--- src/rtl/sphere_table.sv ---
// Indexed scene-object store: per-entry sphere registers with an active mask,
// and a scan engine that streams active entries in index order over valid/ready.
module sphere_table #(
  parameter  int NUM_SPHERES = 8,
  parameter  int COORD_W     = 32,
  parameter  int COLOR_W     = 8,
  localparam int IDX_W       = (NUM_SPHERES > 1) ? $clog2(NUM_SPHERES) : 1,
  localparam int CNT_W       = $clog2(NUM_SPHERES + 1)
) (
  input  logic                 clk_i,
  input  logic                 rst_i,
  input  logic                 wr_en_i,
  input  logic [IDX_W-1:0]     wr_idx_i,
  input  logic                 wr_active_i,
  input  logic [3*COORD_W-1:0] wr_pos_i,
  input  logic [COORD_W-1:0]   wr_radius_i,
  input  logic [3*COLOR_W-1:0] wr_col_i,
  input  logic                 scan_start_i,
  output logic                 scan_busy_o,
  output logic                 scan_done_o,
  output logic                 out_valid_o,
  input  logic                 out_ready_i,
  output logic [IDX_W-1:0]     out_idx_o,
  output logic [3*COORD_W-1:0] out_pos_o,
  output logic [COORD_W-1:0]   out_radius_o,
  output logic [3*COLOR_W-1:0] out_col_o,
  output logic                 out_last_o,
  output logic [CNT_W-1:0]     active_count_o
);

  typedef enum logic [1:0] {IDLE, SCAN, DRAIN, DONE} state_e;

  logic [NUM_SPHERES-1:0] act_q;
  logic [3*COORD_W-1:0]   pos_q [NUM_SPHERES];
  logic [COORD_W-1:0]     rad_q [NUM_SPHERES];
  logic [3*COLOR_W-1:0]   col_q [NUM_SPHERES];
  logic [CNT_W-1:0]       cnt_q, cnt_d;

  state_e                 state_q;
  logic [IDX_W-1:0]       ptr_q, hi_idx;
  logic [NUM_SPHERES-1:0] mask_q;
  logic                   busy_q, done_q, valid_q, last_q;
  logic [IDX_W-1:0]       idx_q;
  logic [3*COORD_W-1:0]   opos_q;
  logic [COORD_W-1:0]     orad_q;
  logic [3*COLOR_W-1:0]   ocol_q;

  logic wr_ok, slot_free, ptr_end;

  // Out-of-range indices are dropped; reset takes priority over a write.
  assign wr_ok     = wr_en_i && !rst_i && ({1'b0, wr_idx_i} < NUM_SPHERES[IDX_W:0]);
  assign slot_free = !valid_q || out_ready_i;
  assign ptr_end   = (ptr_q == IDX_W'(NUM_SPHERES - 1));

  always_ff @(posedge clk_i) begin
    if (rst_i)      act_q <= '0;
    else if (wr_ok) act_q[wr_idx_i] <= wr_active_i;
  end

  always_ff @(posedge clk_i) begin
    if (wr_ok) begin
      pos_q[wr_idx_i] <= wr_pos_i;
      rad_q[wr_idx_i] <= wr_radius_i;
      col_q[wr_idx_i] <= wr_col_i;
    end
  end

  always_comb begin
    cnt_d = '0;
    for (int i = 0; i < NUM_SPHERES; i++) cnt_d = cnt_d + CNT_W'(act_q[i]);
  end

  always_ff @(posedge clk_i) begin
    if (rst_i) cnt_q <= '0;
    else       cnt_q <= cnt_d;
  end

  // Highest active index of the snapshot marks the final beat.
  always_comb begin
    hi_idx = '0;
    for (int i = 0; i < NUM_SPHERES; i++) if (mask_q[i]) hi_idx = IDX_W'(i);
  end

  always_ff @(posedge clk_i) begin
    if (rst_i) begin
      state_q <= IDLE;
      ptr_q   <= '0;
      mask_q  <= '0;
      busy_q  <= 1'b0;
      done_q  <= 1'b0;
      valid_q <= 1'b0;
      last_q  <= 1'b0;
      idx_q   <= '0;
      opos_q  <= '0;
      orad_q  <= '0;
      ocol_q  <= '0;
    end else begin
      done_q <= 1'b0;
      if (valid_q && out_ready_i) valid_q <= 1'b0;
      case (state_q)
        IDLE: if (scan_start_i) begin
          mask_q  <= act_q;
          ptr_q   <= '0;
          busy_q  <= 1'b1;
          state_q <= SCAN;
        end
        SCAN: if (slot_free) begin
          if (mask_q[ptr_q]) begin
            valid_q <= 1'b1;
            idx_q   <= ptr_q;
            opos_q  <= pos_q[ptr_q];
            orad_q  <= rad_q[ptr_q];
            ocol_q  <= col_q[ptr_q];
            last_q  <= (ptr_q == hi_idx);
          end
          if (ptr_end) state_q <= DRAIN;
          else         ptr_q   <= ptr_q + 1'b1;
        end
        DRAIN: if (slot_free) begin
          done_q  <= 1'b1;
          state_q <= DONE;
        end
        DONE: begin
          busy_q  <= 1'b0;
          state_q <= IDLE;
        end
        default: state_q <= IDLE;
      endcase
    end
  end

  assign scan_busy_o    = busy_q;
  assign scan_done_o    = done_q;
  assign out_valid_o    = valid_q;
  assign out_idx_o      = idx_q;
  assign out_pos_o      = opos_q;
  assign out_radius_o   = orad_q;
  assign out_col_o      = ocol_q;
  assign out_last_o     = last_q;
  assign active_count_o = cnt_q;

endmodule
--- config.mk ---
export PLATFORM = sky130hd
export DESIGN_NAME = sphere_table
export DESIGN_NICKNAME = d
export VERILOG_FILES = /design/src/rtl/sphere_table.sv
export SDC_FILE = /design/constraint.sdc
export NUM_CORES = 1
export LEC_CHECK = 0
export ABC_CLOCK_PERIOD_IN_PS = 19900
export CAP_MARGIN = 25
export CELL_PAD_IN_SITES_DETAIL_PLACEMENT = 0
export CELL_PAD_IN_SITES_GLOBAL_PLACEMENT = 2
export CORE_MARGIN = 2
export CORE_UTILIZATION = 46
export CTS_CLUSTER_SIZE = 12
export DETAILED_ROUTE_END_ITERATION = 10
export PLACE_DENSITY_LB_ADDON = 0.1
export SLEW_MARGIN = 10
export SYNTH_ARGS = -nofsm -noshare
export SYNTH_HDL_FRONTEND = slang
export SYNTH_SLANG_ARGS = --single-unit
--- constraint.sdc ---
create_clock -name clk_i -period 19.9 [get_ports clk_i]
set_clock_uncertainty 0.2 [all_clocks]
set_input_delay 3.98 -clock clk_i [delete_from_list [all_inputs] [get_ports clk_i]]
set_output_delay 3.98 -clock clk_i [all_outputs]
set_load 0.005 [all_outputs]
==> run_results.csv <==
group,metric,value,unit
run_status,status,"complete, no violations",
drt,vias,26600,
drt,wire_per_inst,27.9,microns
finish,area_growth,16.7,%
grt,gr-total-overflow,0,
placed_design,place_ws,11490,ps
grt,grt_max_degree,122,
synth,synth_ff_type,"edfxtp_1",
grt,grt_antenna_before_repair,26,
synth,synth-xor-area-share,0.000325,
synth,syn_nets,2782,
finish,final_common_cell,"edfxtp_1",
synth,synth_top_family_by_area,"multiplexers",
worst_setup_path,reg2reg_setup_slack,13450,ps
sta,setup_slack,12240,ps
clock_tree,clock_path_buffers,3,
grt,grt.total_usage,0.213,
worst_setup_path,cp_top_family,"buffers and inverters",
worst_setup_path,cp.arrival,8070,ps
hold_path,hp-class,"flip-flop to flip-flop",
sta,fmax,131,MHz
finish,n_fill_cell,8964,
clock_tree,cts_setup_buffers,0,
clock_tree,cts_max_level,4,
clock_tree,clockRootBuffer,"clkbuf_16",
clock_tree,cts_tree,"done",
synth,ys_ff_latch,1400,
synth,synthCells,2608,
worst_setup_path,r2r_start,"ptr_q[0]",
synth,synth-edff-count,1216,
worst_setup_path,required,20320,ps
floorplan,die_w,346,microns
sta,rsz0062_at_grt,"false",
clock_tree,clkSinkCount,1400,
sta,worst_slew_pin_slew,968,ps
sta,slew_headroom,0.355,
clock_tree,cts_resized,0,
sta,finalCritPeriodShare,0.385,
placed_design,port_buffers,323,
worst_setup_path,cp_num_cells,7,
drt,firstDrtPassIters,5,
worst_setup_path,r2r_end,"out_radius_o[5]",
synth,synthMuxAreaShare,0.159,
synth,synthSimpleGateAreaFrac,0.0121,
floorplan,die_y,346,microns
floorplan,core,116000,sq um
synth,syn_area_per_cell,20.6,sq um
synth,yosysTopAreaCell,"edfxtp_1",
clock_tree,clk_latency,730,ps
sta,setup_viol,0,
synth,syn-cell-area,53800,sq um
worst_setup_path,crit_path_start_kind,"primary input",
floorplan,die_area,120000,sq um
synth,synth_cell_types,51,
worst_setup_path,critPathBufInv,3,
worst_setup_path,crit_path_end,"out_radius_o[5]",
clock_tree,cts-hold-fix-buffers,0,
drt,first_iter_violations,2081,
power,ir_drop,0.0757,mV
worst_setup_path,crit_chain,"clkdlybuf4s50_1 -> nand2b_1 -> nand2_4 -> a21o_4 -> buf_4 -> buf_4 -> mux2_2",
worst_setup_path,cp_common_cell,"buf_4",
sta,finalHoldViolCount,0,
power,p_per_area,99.6,nW/um^2
clock_tree,numCtsBuffers,149,
synth,synth-compound-area-share,0.0527,
worst_setup_path,worst_r2r_path_depth,9,
synth,synth_seq_area_share,0.747,
synth,synth.area.top_cells,"edfxtp_1 68%, mux4_2 10%, dfxtp_1 6.8%, mux2i_1 2.9%, mux2_2 1.9%",
run,drv_cap,0,
worst_setup_path,cpPeakStageDelay,850,ps
drt,vias_per_cell,5.80,
finish,finalNetCount,3113,
worst_setup_path,path_max_fanout,61,
hold_path,worstHoldStart,"out_idx_o[2]",
floorplan,core.rowCount,125,
grt,grt_pass1_vias,27900,
drt,finalWirelength,128000,microns
placed_design,place.gp.congestion,0.712,
worst_setup_path,critPathSlowestCell,"buf_4",
synth,synthArstFlopShare,0,
synth,synth_fa_ha_area_frac,0.00358,
sta,whs,251,ps
sta,fin_tns_setup,0,ps
sta,slew_viol_final,0,
finish,final_cell_mix,"1216 x edfxtp_1, 322 x clkdlybuf4s50_1, 242 x mux4_2",
drt,drc,0,
worst_setup_path,critPathKind,"primary input to flip-flop",
floorplan,start_util,0.463,
floorplan,num_io_pins,324,
drt,ant_nets,0,
placed_design,dpl.hpwl,65400,microns
power,leakagePower,19.2,nW
clock_tree,clkTransAtPathRegs,60,ps
synth,ys_warn_count,0,
finish,drive_above_1_share,0.194,
grt,grt_pass1_wl,188000,microns
worst_setup_path,end_kind,"flip-flop",
worst_setup_path,setup.worst_path.start,"out_ready_i",
sta,fin_crit,7660,ps
synth,synth_top_cell_area_share,0.678,
power breakdown:
| group | switching (mW) | total [mW] | internal (mW) |
|---|---|---|---|
| logic | 0.223 | 0.391 | 0.168 |
| clock network | 1.07 | 2.61 | 1.53 |
| registers | 0.0191 | 3.26 | 3.25 |
through the flow:
stage	util	cell area, sq um	cells	power, mW
2_1_floorplan	-	53800	2608	3.61
3_3_place_gp	0.501	58200	4310	3.71
3_5_place_dp	0.501	58200	4310	3.73
4_1_cts	0.540	62800	4580	6.33
5_1_grt	0.541	62900	4586	6.47
6_report	0.541	62900	4587	6.26
worst min path at each step:
stage,depth (start not counted),to
after global routing,2,mask_q[0]
after CTS,2,out_idx_o[2]
after global placement,2,out_idx_o[2]
after floorplan,2,mask_q[0]
final,2,out_idx_o[2]
after detailed placement,2,out_idx_o[2]
cells by family after synthesis:
logic type / after synthesis
AND/OR/NAND/NOR: 121
adder cells (fa/ha/maj): 13
multiplexers: 508
XOR/XNOR: 2
buffers and inverters: 209
AO/OA/AOI/OAI: 355
flip-flops: 1400
sequential cells by signal (all words and copies together) (netlist names), 8 cells and up:
register	flops
act_q	8
out_pos_o	96
out_radius_o	32
rad_q	256
col_q	192
pos_q	768
out_col_o	24
mask_q	8
per-layer routing:
| layer | global-route usage | part of all wire |
|---|---|---|
| met2 | 0.368 | 0.52 |
| met3 | 0.0444 | 0.054 |
| met4 | 0.0592 | 0.020 |
| met5 | 0 | 0.0017 |
| met1 | 0.274 | 0.41 |
cells in the mapped netlist (2+ instances only):
cell type	count
a21oi_1	24
nand2b_1	7
nor2b_1	48
inv_1	15
edfxtp_1	1216
clkbuf_4	10
nor2_1	18
xor2_1	2
inv_2	2
fa_1	4
buf_12	21
clkbuf_1	70
nand4_1	3
a31o_1	109
or4b_1	2
nand2_1	24
o31ai_1	2
buf_1	4
a2111oi_0	110
mux2i_1	157
a21o_1	2
buf_4	24
o22ai_1	43
ha_1	9
nor3_1	3
dfxtp_1	184
mux4_1	19
nand3b_1	2
a22oi_4	2
a211oi_1	44
mux2_2	89
nand3_1	9
buf_2	51
o21ai_0	10
buf_6	12
mux4_2	242
worst min-delay path, cell delays in order, from the launching register on:
cell and delay (ps):
dfxtp_1 310, nand2_1 50, o21ai_1 50
layout make-up:
type	count	area (sq um)	share of cell area
antenna	5	12.5	0.000199
clock buffer	234	4390	0.0698
clock inverter	36	224	0.00356
inverter	17	66.3	0.00106
multi-input combinational	999	12300	0.196
sequential	1400	40200	0.640
tap	1524	1910	0.0303
timing repair buffer	372	3730	0.0594
Power figures use the tool's default switching activity.
